--- src/rtl/pio_bus_responder.sv ---
// ---------------------------------------------------------------------------
// pio_bus_responder
//
// Fabric-side responder for the PIO-bridged soft-processor bus. Software
// drives address/wdata and level-sensitive request strobes. This block
// answers with a four-phase req/ack handshake. It holds the message/key
// bank for the SHA-1/PBKDF2 core, issues start pulses, and returns status
// and digest words.
//
// Ports:
//   clk_clk        single system clock
//   reset_reset_n  asynchronous active-low reset
//   bus_addr       word address from the processor
//   bus_wdata      write data from the processor
//   bus_rdata      read data to the processor (latched at acceptance)
//   bus_wr_req     write request level
//   bus_rd_req     read request level
//   bus_ack        handshake acknowledge
//   bus_err        error flag for the current transfer
//   core_msg       message bank, word 0 in bits [31:0]
//   core_start     one-cycle start pulse to the hash core
//   core_busy      hash core running
//   core_done      one-cycle completion pulse from the hash core
//   core_digest    digest words, word 0 in bits [31:0]
//   irq            interrupt (only with PIO_RSP_IRQ_EN)
//
// Optional feature macro: PIO_RSP_IRQ_EN adds register 0x03 (irq enable)
// and the registered irq output.
// ---------------------------------------------------------------------------
module pio_bus_responder #(
    parameter logic [31:0] ID_VALUE     = 32'h57504132,
    parameter int          MSG_WORDS    = 16,
    parameter int          DIGEST_WORDS = 5
) (
    input  logic                      clk_clk,
    input  logic                      reset_reset_n,
    input  logic [7:0]                bus_addr,
    input  logic [31:0]               bus_wdata,
    output logic [31:0]               bus_rdata,
    input  logic                      bus_wr_req,
    input  logic                      bus_rd_req,
    output logic                      bus_ack,
    output logic                      bus_err,
    output logic [32*MSG_WORDS-1:0]   core_msg,
    output logic                      core_start,
    input  logic                      core_busy,
    input  logic                      core_done,
    input  logic [32*DIGEST_WORDS-1:0] core_digest
`ifdef PIO_RSP_IRQ_EN
    ,
    output logic                      irq
`endif
);

    localparam logic [7:0] ADDR_ID     = 8'h00;
    localparam logic [7:0] ADDR_CTRL   = 8'h01;
    localparam logic [7:0] ADDR_STATUS = 8'h02;
`ifdef PIO_RSP_IRQ_EN
    localparam logic [7:0] ADDR_IRQ_EN = 8'h03;
`endif
    localparam logic [7:0] MSG_BASE    = 8'h10;
    localparam logic [7:0] MSG_CNT     = 8'(MSG_WORDS);
    localparam logic [7:0] DIG_BASE    = 8'h20;
    localparam logic [7:0] DIG_CNT     = 8'(DIGEST_WORDS);

    typedef enum logic [1:0] {
        IDLE,
        WR_ACK,
        RD_ACK
    } state_t;

    state_t                   state_q, state_d;
    logic                     ack_q, ack_d;
    logic                     err_q, err_d;
    logic [31:0]              rdata_q, rdata_d;
    logic                     start_q, start_d;
    logic [32*MSG_WORDS-1:0]  msg_q, msg_d;
    logic                     done_sticky_q, done_sticky_d;
    logic                     done_clr;
`ifdef PIO_RSP_IRQ_EN
    logic                     irq_en_q, irq_en_d;
    logic                     irq_q, irq_d;
`endif

    logic [7:0]  msg_off;
    logic [7:0]  dig_off;
    logic        msg_hit;
    logic        dig_hit;
    logic [31:0] rd_data;
    logic        rd_err;

    // Window offsets are computed by subtraction. A lower bound check keeps
    // addresses below the base from wrapping into the window.
    assign msg_off = bus_addr - MSG_BASE;
    assign dig_off = bus_addr - DIG_BASE;
    assign msg_hit = (bus_addr >= MSG_BASE) && (msg_off < MSG_CNT);
    assign dig_hit = (bus_addr >= DIG_BASE) && (dig_off < DIG_CNT);

    // Read decode. The control register is write-only but mapped, so a read
    // returns zero without an error.
    always_comb begin
        rd_data = '0;
        rd_err  = 1'b0;
        if (bus_addr == ADDR_ID) begin
            rd_data = ID_VALUE;
        end else if (bus_addr == ADDR_CTRL) begin
            rd_data = '0;
        end else if (bus_addr == ADDR_STATUS) begin
            rd_data = {30'b0, done_sticky_q, core_busy};
`ifdef PIO_RSP_IRQ_EN
        end else if (bus_addr == ADDR_IRQ_EN) begin
            rd_data = {31'b0, irq_en_q};
`endif
        end else if (msg_hit) begin
            for (int i = 0; i < MSG_WORDS; i++) begin
                if (msg_off == 8'(i)) rd_data = msg_q[32*i +: 32];
            end
        end else if (dig_hit) begin
            for (int i = 0; i < DIGEST_WORDS; i++) begin
                if (dig_off == 8'(i)) rd_data = core_digest[32*i +: 32];
            end
        end else begin
            rd_err = 1'b1;
        end
    end

    // Handshake FSM and register side effects. Accesses take effect only on
    // the IDLE acceptance edge. The ack states just wait for the owning
    // request to drop, so a held request never repeats an access.
    always_comb begin
        state_d  = state_q;
        ack_d    = ack_q;
        err_d    = err_q;
        rdata_d  = rdata_q;
        start_d  = 1'b0;
        msg_d    = msg_q;
        done_clr = 1'b0;
`ifdef PIO_RSP_IRQ_EN
        irq_en_d = irq_en_q;
`endif
        case (state_q)
            IDLE: begin
                if (bus_wr_req && bus_rd_req) begin
                    // Ambiguous request: no access. Wait on wr_req to drop.
                    ack_d   = 1'b1;
                    err_d   = 1'b1;
                    rdata_d = '0;
                    state_d = WR_ACK;
                end else if (bus_wr_req) begin
                    ack_d   = 1'b1;
                    err_d   = 1'b0;
                    rdata_d = '0;
                    state_d = WR_ACK;
                    if (bus_addr == ADDR_CTRL) begin
                        if (bus_wdata[0]) begin
                            if (core_busy) err_d = 1'b1;
                            else           start_d = 1'b1;
                        end
                    end else if (bus_addr == ADDR_STATUS) begin
                        done_clr = bus_wdata[1];
`ifdef PIO_RSP_IRQ_EN
                    end else if (bus_addr == ADDR_IRQ_EN) begin
                        irq_en_d = bus_wdata[0];
`endif
                    end else if (msg_hit) begin
                        for (int i = 0; i < MSG_WORDS; i++) begin
                            if (msg_off == 8'(i)) msg_d[32*i +: 32] = bus_wdata;
                        end
                    end else begin
                        err_d = 1'b1;
                    end
                end else if (bus_rd_req) begin
                    ack_d   = 1'b1;
                    err_d   = rd_err;
                    rdata_d = rd_data;
                    state_d = RD_ACK;
                end
            end
            WR_ACK: begin
                if (!bus_wr_req) begin
                    ack_d   = 1'b0;
                    err_d   = 1'b0;
                    state_d = IDLE;
                end
            end
            RD_ACK: begin
                if (!bus_rd_req) begin
                    ack_d   = 1'b0;
                    err_d   = 1'b0;
                    state_d = IDLE;
                end
            end
            default: begin
                ack_d   = 1'b0;
                err_d   = 1'b0;
                state_d = IDLE;
            end
        endcase

        // A completion on the same edge as a clear wins, so no done is lost.
        done_sticky_d = core_done | (done_sticky_q & ~done_clr);
`ifdef PIO_RSP_IRQ_EN
        irq_d = done_sticky_q & irq_en_q;
`endif
    end

    always_ff @(posedge clk_clk or negedge reset_reset_n) begin
        if (!reset_reset_n) begin
            state_q       <= IDLE;
            ack_q         <= 1'b0;
            err_q         <= 1'b0;
            rdata_q       <= '0;
            start_q       <= 1'b0;
            msg_q         <= '0;
            done_sticky_q <= 1'b0;
`ifdef PIO_RSP_IRQ_EN
            irq_en_q      <= 1'b0;
            irq_q         <= 1'b0;
`endif
        end else begin
            state_q       <= state_d;
            ack_q         <= ack_d;
            err_q         <= err_d;
            rdata_q       <= rdata_d;
            start_q       <= start_d;
            msg_q         <= msg_d;
            done_sticky_q <= done_sticky_d;
`ifdef PIO_RSP_IRQ_EN
            irq_en_q      <= irq_en_d;
            irq_q         <= irq_d;
`endif
        end
    end

    assign bus_ack    = ack_q;
    assign bus_err    = err_q;
    assign bus_rdata  = rdata_q;
    assign core_start = start_q;
    assign core_msg   = msg_q;
`ifdef PIO_RSP_IRQ_EN
    assign irq        = irq_q;
`endif

endmodule

--- config.mk ---
export PLATFORM = sky130hd
export DESIGN_NAME = pio_bus_responder
export DESIGN_NICKNAME = d
export VERILOG_FILES = /design/src/rtl/pio_bus_responder.sv
export SDC_FILE = /design/constraint.sdc
export NUM_CORES = 1
export LEC_CHECK = 0
export BUFFER_PORTS_ARGS = -buffer_cell sky130_fd_sc_hd__clkbuf_2
export CORE_AREA = 3 3 293 295
export DETAILED_ROUTE_END_ITERATION = 8
export DIE_AREA = 0 0 296 298
export HOLD_SLACK_MARGIN = 0.03
export SYNTH_ARGS = -nofsm -noshare
export SYNTH_HDL_FRONTEND = slang
export SYNTH_SLANG_ARGS = --single-unit
export TNS_END_PERCENT = 100
--- constraint.sdc ---
create_clock -name clk_clk -period 2.5 [get_ports clk_clk]
set_input_delay 0.25 -clock clk_clk [delete_from_list [all_inputs] [get_ports clk_clk]]
set_output_delay 0.25 -clock clk_clk [all_outputs]
set_load 0.03 [all_outputs]
==> results of run 1 <==
## critical path, delay by kind of cell
kind	cells	cell delay [ns]
buf+inv	4	0.60
simple gates	3	0.51
xor+xnor	1	0.40
fa+ha+maj	1	0.22
compound gates	3	0.95
## final timing paths
check / slack (ns) / to
setup / recovery: 0.05 / bus_rdata[8]
hold reg to reg: 0.49 / done_sticky_q
setup reg to reg: 0.22 / bus_rdata[9]
min in group asynchronous: 0.16 / core_msg[62]
hold / removal: 0.08 / bus_rdata[17]
max in group asynchronous: 1.47 / core_msg[219]
## Yosys cell counts, types with 4 or more instances
cell type and number:
a2111oi_0 5, a221o_1 11, a22oi_1 78, a211o_1 6
nor3_1 24, a21oi_1 93, a2bb2oi_1 4, nand2b_1 10
mux2i_1 37, a21o_1 7, a22o_1 24, mux2_1 15
a31oi_1 23, a211oi_1 14, and3_1 10, a221oi_1 38
a222oi_1 21, buf_4 11, nand4_1 8, buf_2 94
o22ai_1 26, nor2b_1 14, nor4_1 10, dfrtp_1 550
nor2_1 68, o21ai_0 93, o211ai_1 10, or3_1 5
a21boi_0 5, mux2_2 511, nand2_1 130, o221ai_1 12
o21a_1 5, nand3_1 26, nor4_4 6, clkbuf_1 76
buf_1 4, and2_1 6, inv_1 11
## sequential cells by signal (all words and copies together), names as in the netlist
| register | count |
|---|---|
| bus_err | 1 |
| bus_ack | 1 |
| state_q | 2 |
| core_msg | 512 |
| core_start | 1 |
| done_sticky_q | 1 |
| bus_rdata | 32 |
## cell type report
class | count | share of cell area (%)
Sequential cell | 550 | 37.4
Multi-Input combinational cell | 1427 | 32.4
Timing Repair Buffer | 1140 | 20.7
Clock buffer | 84 | 4.73
Tap cell | 1080 | 3.67
Clock inverter | 23 | 0.995
Inverter | 11 | 0.112
Antenna cell | 4 | 0.0272
## report_power, final
group	switching [mW]	leakage (nW)	total (mW)	internal [mW]
Sequential	0.0569	7.66	9.02	8.96
Combinational	1.33	10.4	1.95	0.618
Clock	3.86	1.03	9.62	5.77
## per-layer routing
layer	up-vias	global-route usage (%)	routed length, microns
met2	1642	54.2	71000
met5	-	0	34
met3	383	10.7	16100
li1	10300	-	-
met1	13000	42.8	60600
met4	4	16.6	8860
## kinds of logic (layout without fill, tap and decap cells)
logic type / after synthesis / in the layout
AND/OR/NAND/NOR: 341 / 341
flip-flops: 550 / 550
adder cells (fa/ha/maj): 2 / 2
XOR/XNOR: 3 / 3
buffers and inverters: 199 / 1258
AO/OA/AOI/OAI: 516 / 516
other: 0 / 4
multiplexers: 565 / 565
## repair_timing
action                                 CTS  global route
pin swaps                                0             1
endpoints found under the hold margin  135             0
setup buffers                            0             3
setup endpoints to repair                3            43
hold buffers                             4             0
resized for setup                        1             1
==> flow_metrics.py, run 1 <==
metrics = {
    "logic_synthesis": {
        "yosys.area_share.adder_pct": 0.0946,
        "synth_compound_area_share_pct": 13.6,
        "yosys.area_share.simple_pct": 6.60,
        "ys_types": 84,
        "synth_xor_area_share_pct": 0.170,
        "synth_top_area_share_pct": 52.0,
        "syn_nets": 2384,
        "synth_top_cell_by_area": "dfrtp_1",
        "synth.area.mux_share_pct": 24.0,
        "synthArstFlopShare_pct": 100,
        "synth_top_family_by_area": "multiplexers",
        "seq_area_frac_synth_pct": 52.0,
        "synth_area_per_cell_sq_um": 12.2,
        "synth_top_cells_by_area": "dfrtp_1 (52%), mux2_2 (22%), a22oi_1 (2.2%), nand2_1 (1.8%), buf_2 (1.8%)",
        "synth_flop_cell": "dfrtp_1",
        "yosysWarnings": 0,
        "synth_edf_count": 0,
        "syn_area_sq_um": 26500,
        "synth_seq_cells": 550,
        "syn-instance-count": 2176,
    },
    "sta": {
        "finalHoldViolCount": 0,
        "drv_slew": 0,
        "slew_headroom_pct": 14.8,
        "fmax_ghz": 0.408,
        "finalCritPeriodShare_pct": 97.9,
        "report.final.setup_viol": 0,
        "rsz0062_at_grt": "false",
        "fin_ws_ns": 0.0514,
        "fin_skew_ns": 0.0215,
        "tightest_slew_ns": 1.27,
        "setup_tns_ns": 0,
        "whs_ns": 0.0814,
        "fin_crit_ns": 2.45,
    },
    "pwr": {
        "power_density_nw_per_um2": 559,
        "vdd_drop_max_mv": 0.554,
        "leakagePower_nw": 19.1,
        "power_mw": 20.6,
    },
    "global_route": {
        "grt.overflow.total": 0,
        "first_global_vias": 25500,
        "grt_max_degree": 79,
        "grt_pass1_wl_microns": 211000,
        "grt_usage_pct": 34.4,
        "antenna_found_initial": 7,
    },
    "final_layout": {
        "fill_cells": 8026,
        "final_layout_size_suffix_gt1_share_pct": 55.8,
        "final_cell_mix": "clkbuf_2 (749), dfrtp_1 (550), mux2_2 (511), buf_4 (311), nand2_1 (117)",
        "multi_input_area_sq_um": 11900,
        "syn2layout_area_growth_pct": 39.2,
        "final_common_cell": "clkbuf_2",
        "stdcell_count": 4319,
        "regArea_sq_um": 13800,
        "finalInstanceArea_sq_um": 36800,
        "nNetsFinal": 3398,
        "final_core_utilization_pct": 44.1,
    },
    "critical_path": {
        "startpoint_type": "input pin",
        "worstPathRequired_ns": 2.99,
        "slowest_stage": "a2111oi_0",
        "crit_start": "bus_addr[5]",
        "r2r_cells": 7,
        "cp_common_cell": "buf_4",
        "critPathKind": "in -> reg",
        "cp_data_arrival_time_ns": 2.94,
        "critPathCaptureType": "register",
        "r2r-start": "state_q[1]",
        "cp_slowest_stage_delay_ns": 0.48,
        "critPathMaxFanout": 7,
        "cp_cell_sequence": "clkbuf_2, inv_1, ha_1, nor2b_2, buf_4, xnor2_2, nand2_2, a221oi_1, nand3_1, a2111oi_0, buf_4, o41ai_1",
    },
    "clocking": {
        "cts_num_sinks": 550,
        "clk_pin_slew_worst_paths_ns": 0.07,
        "cts_tree": "done",
        "cts_made_buffers": 60,
        "root_buffer": "clkbuf_16",
        "cts_buffer_depth": 3,
        "h-tree-depth": 2,
        "clk_latency_ns": 0.63,
    },
    "die": {
        "die_y_microns": 298,
        "fp-row-count": 106,
        "dieArea_sq_um": 88200,
        "start_util_pct": 31.7,
        "fp.dieW_microns": 296,
        "num_io_pins": 753,
        "core_area_sq_um": 83400,
    },
    "placed_design": {
        "placed_area_sq_um": 34600,
        "dp_hpwl_microns": 121000,
        "portBuffers": 752,
        "gp_congestion": 0.957,
        "pre_cts_ws_ns": -0.751,
        "place_inst": 4201,
    },
    "routing": {
        "ant_nets": 0,
        "via_count": 25300,
        "drtIter0Drc": 2996,
        "routed_wl_microns": 157000,
        "firstDrtPassIters": 6,
        "vias_per_cell": 5.85,
        "route.detailed.drc": 0,
        "wl_per_cell_microns": 36.2,
    },
    "worst_hold_path": {
        "whs_path_depth": 4,
        "hp-class": "in -> reg",
        "hold_start": "core_digest[145]",
    },
    "status": {
        "status": "finished, final reports clean",
    },
    "run": {
        "drv_cap": 0,
    },
}
(Power assumes the default switching activity.)
==> inputs of run 2 (changes only) <==
==> constraint.sdc (replaced) <==
create_clock -name clk_clk -period 2.6 [get_ports clk_clk]
set_input_delay 0.26 -clock clk_clk [delete_from_list [all_inputs] [get_ports clk_clk]]
set_output_delay 0.26 -clock clk_clk [all_outputs]
set_load 0.03 [all_outputs]
==> flow_metrics.py, run 2 (synthesis gave the netlist of run 1 again) <==
metrics = {
    "status": {
        "violations": "capacitance limit, slew limit, setup timing",
        "status": "finished, violations left",
    },
    "critical_path": {
        "critPathCaptureType": "register",
        "cp_data_arrival_time_ns": 3.11,
        "worstPathRequired_ns": 3.10,
        "critPathKind": "in -> reg",
        "startpoint_type": "input pin",
        "cp_slowest_stage_delay_ns": 1.14,
        "critPathMaxFanout": 16,
        "cp_cell_sequence": "clkbuf_2, inv_1, ha_1, nor2b_2, xor2_4, nor4_4, nand2_2, buf_12, mux2_2",
        "slowest_stage": "nor4_4",
    },
    "clocking": {
        "root_buffer": "clkbuf_16",
        "h-tree-depth": 2,
        "cts_made_buffers": 60,
        "clk_latency_ns": 0.63,
        "cts_resized": 0,
        "clk_pin_slew_worst_paths_ns": 0.06,
        "cts_tree": "done",
        "cts_num_sinks": 550,
        "cts_buffer_depth": 3,
    },
    "final_layout": {
        "syn2layout_area_growth_pct": 36.6,
        "finalInstanceArea_sq_um": 36100,
        "nNetsFinal": 3341,
        "final_common_cell": "clkbuf_2",
        "final_core_utilization_pct": 43.3,
        "final_cell_mix": "clkbuf_2 (749), dfrtp_1 (550), mux2_2 (511), buf_4 (267), nand2_1 (117)",
        "largest_reg_flops": 512,
        "final_layout_size_suffix_gt1_share_pct": 55.0,
    },
    "placed_design": {
        "dp_hpwl_microns": 118000,
        "gp_congestion": 0.934,
        "portBuffers": 752,
        "placed_area_sq_um": 34100,
    },
    "die": {
        "fp.dieW_microns": 296,
        "core_area_sq_um": 83400,
        "num_io_pins": 753,
        "start_util_pct": 31.7,
        "fp-row-count": 106,
        "dieArea_sq_um": 88200,
        "die_y_microns": 298,
    },
    "sta": {
        "slew_headroom_pct": -1.53,
        "finalHoldViolCount": 0,
        "rsz0062_at_grt": "false",
        "fin_ws_ns": -0.00953,
        "finalCritPeriodShare_pct": 100,
        "fin_crit_ns": 2.61,
        "report.final.setup_viol": 1,
        "tightest_slew_ns": 1.51,
        "drv_slew": 11,
        "fmax_ghz": 0.383,
        "fin_skew_ns": 0.0186,
    },
    "routing": {
        "routed_wl_microns": 155000,
        "drtIter0Drc": 3036,
        "vias_per_cell": 5.91,
        "route.detailed.drc": 0,
        "wl_per_cell_microns": 36.4,
        "firstDrtPassIters": 7,
        "ant_nets": 0,
        "via_count": 25200,
    },
    "run": {
        "drv_cap": 1,
    },
    "pwr": {
        "power_density_nw_per_um2": 535,
        "leakagePower_nw": 18.7,
        "power_mw": 19.3,
        "vdd_drop_max_mv": 0.480,
    },
    "global_route": {
        "grt_max_degree": 68,
        "first_global_vias": 24800,
        "grt.overflow.total": 0,
        "grt_usage_pct": 34.0,
        "grt_pass1_wl_microns": 209000,
        "antenna_found_initial": 9,
    },
    "worst_hold_path": {
        "hp-class": "in -> reg",
    },
}
==> run 2: area by class of cell <==
type                            count  area [sq um]
Fill cell                        8015         47300
Sequential cell                   550         13800
Multi-Input combinational cell   1427         11900
Timing Repair Buffer             1083          7050
Clock buffer                       84          1730
Tap cell                         1080          1350
Clock inverter                     25           273
Inverter                           11          41.3
Antenna cell                        4          10.0
==> run 2: critical path, delay by kind of cell <==
family,cells,cell delay (ns)
muxes,1,0.29
xor gates and xnor gates,1,0.13
buffers and inverters,3,0.49
adders and majority gates,1,0.18
and+or+nand+nor,3,1.70
==> run 2: path summary, 6_finish.rpt <==
path / start / to / slack, ns / cells after the start
max: bus_addr[5] / core_msg[325] / -0.01 / 9
min: core_digest[145] / bus_rdata[17] / 0.09 / 4
max reg2reg: state_q[1] / bus_rdata[23] / 0.29 / 7
min reg2reg: done_sticky_q / done_sticky_q / 0.48 / 1
max in group asynchronous: reset_reset_n / core_msg[234] / 1.46 / 3
min in group asynchronous: reset_reset_n / core_msg[253] / 0.25 / 2
==> run 2: routing by layer <==
| metal | GRT usage (%) | vias up | wire length (microns) |
|---|---|---|---|
| met5 | 0 | - | 43 |
| met4 | 15.7 | 6 | 8690 |
| met1 | 42.6 | 13100 | 60600 |
| met2 | 53.9 | 1605 | 70400 |
| li1 | - | 10100 | - |
| met3 | 10.1 | 385 | 15700 |
==> run 2: metrics by stage <==
| stage | setup TNS (ns) | instances | setup WS (ns) | hold WS (ns) |
|---|---|---|---|---|
| floorplan | 0 | 2176 | 0.327 | -0.0356 |
| global placement | -98.09 | 4147 | -0.622 | 0.316 |
| detailed placement | -109.32 | 4147 | -0.678 | 0.319 |
| CTS | 0 | 4260 | 0.0564 | 0.0742 |
| global route | 0 | 4264 | 0.0174 | 0.104 |
| finish | -0.00953 | 4264 | -0.00953 | 0.0913 |
==> run 2: repair_timing <==
action	in CTS	in global routing
hold endpoints to repair	52	0
setup endpoints to repair	2	0
hold buffers	4	0
buffers inserted	0	0
==> run 2: where the power goes <==
group	internal [mW]	switching, mW	total [mW]
sequential	8.61	0.0549	8.67
combinational	0.550	1.25	1.80
clock	5.13	3.72	8.85
total	14.3	5.02	19.3
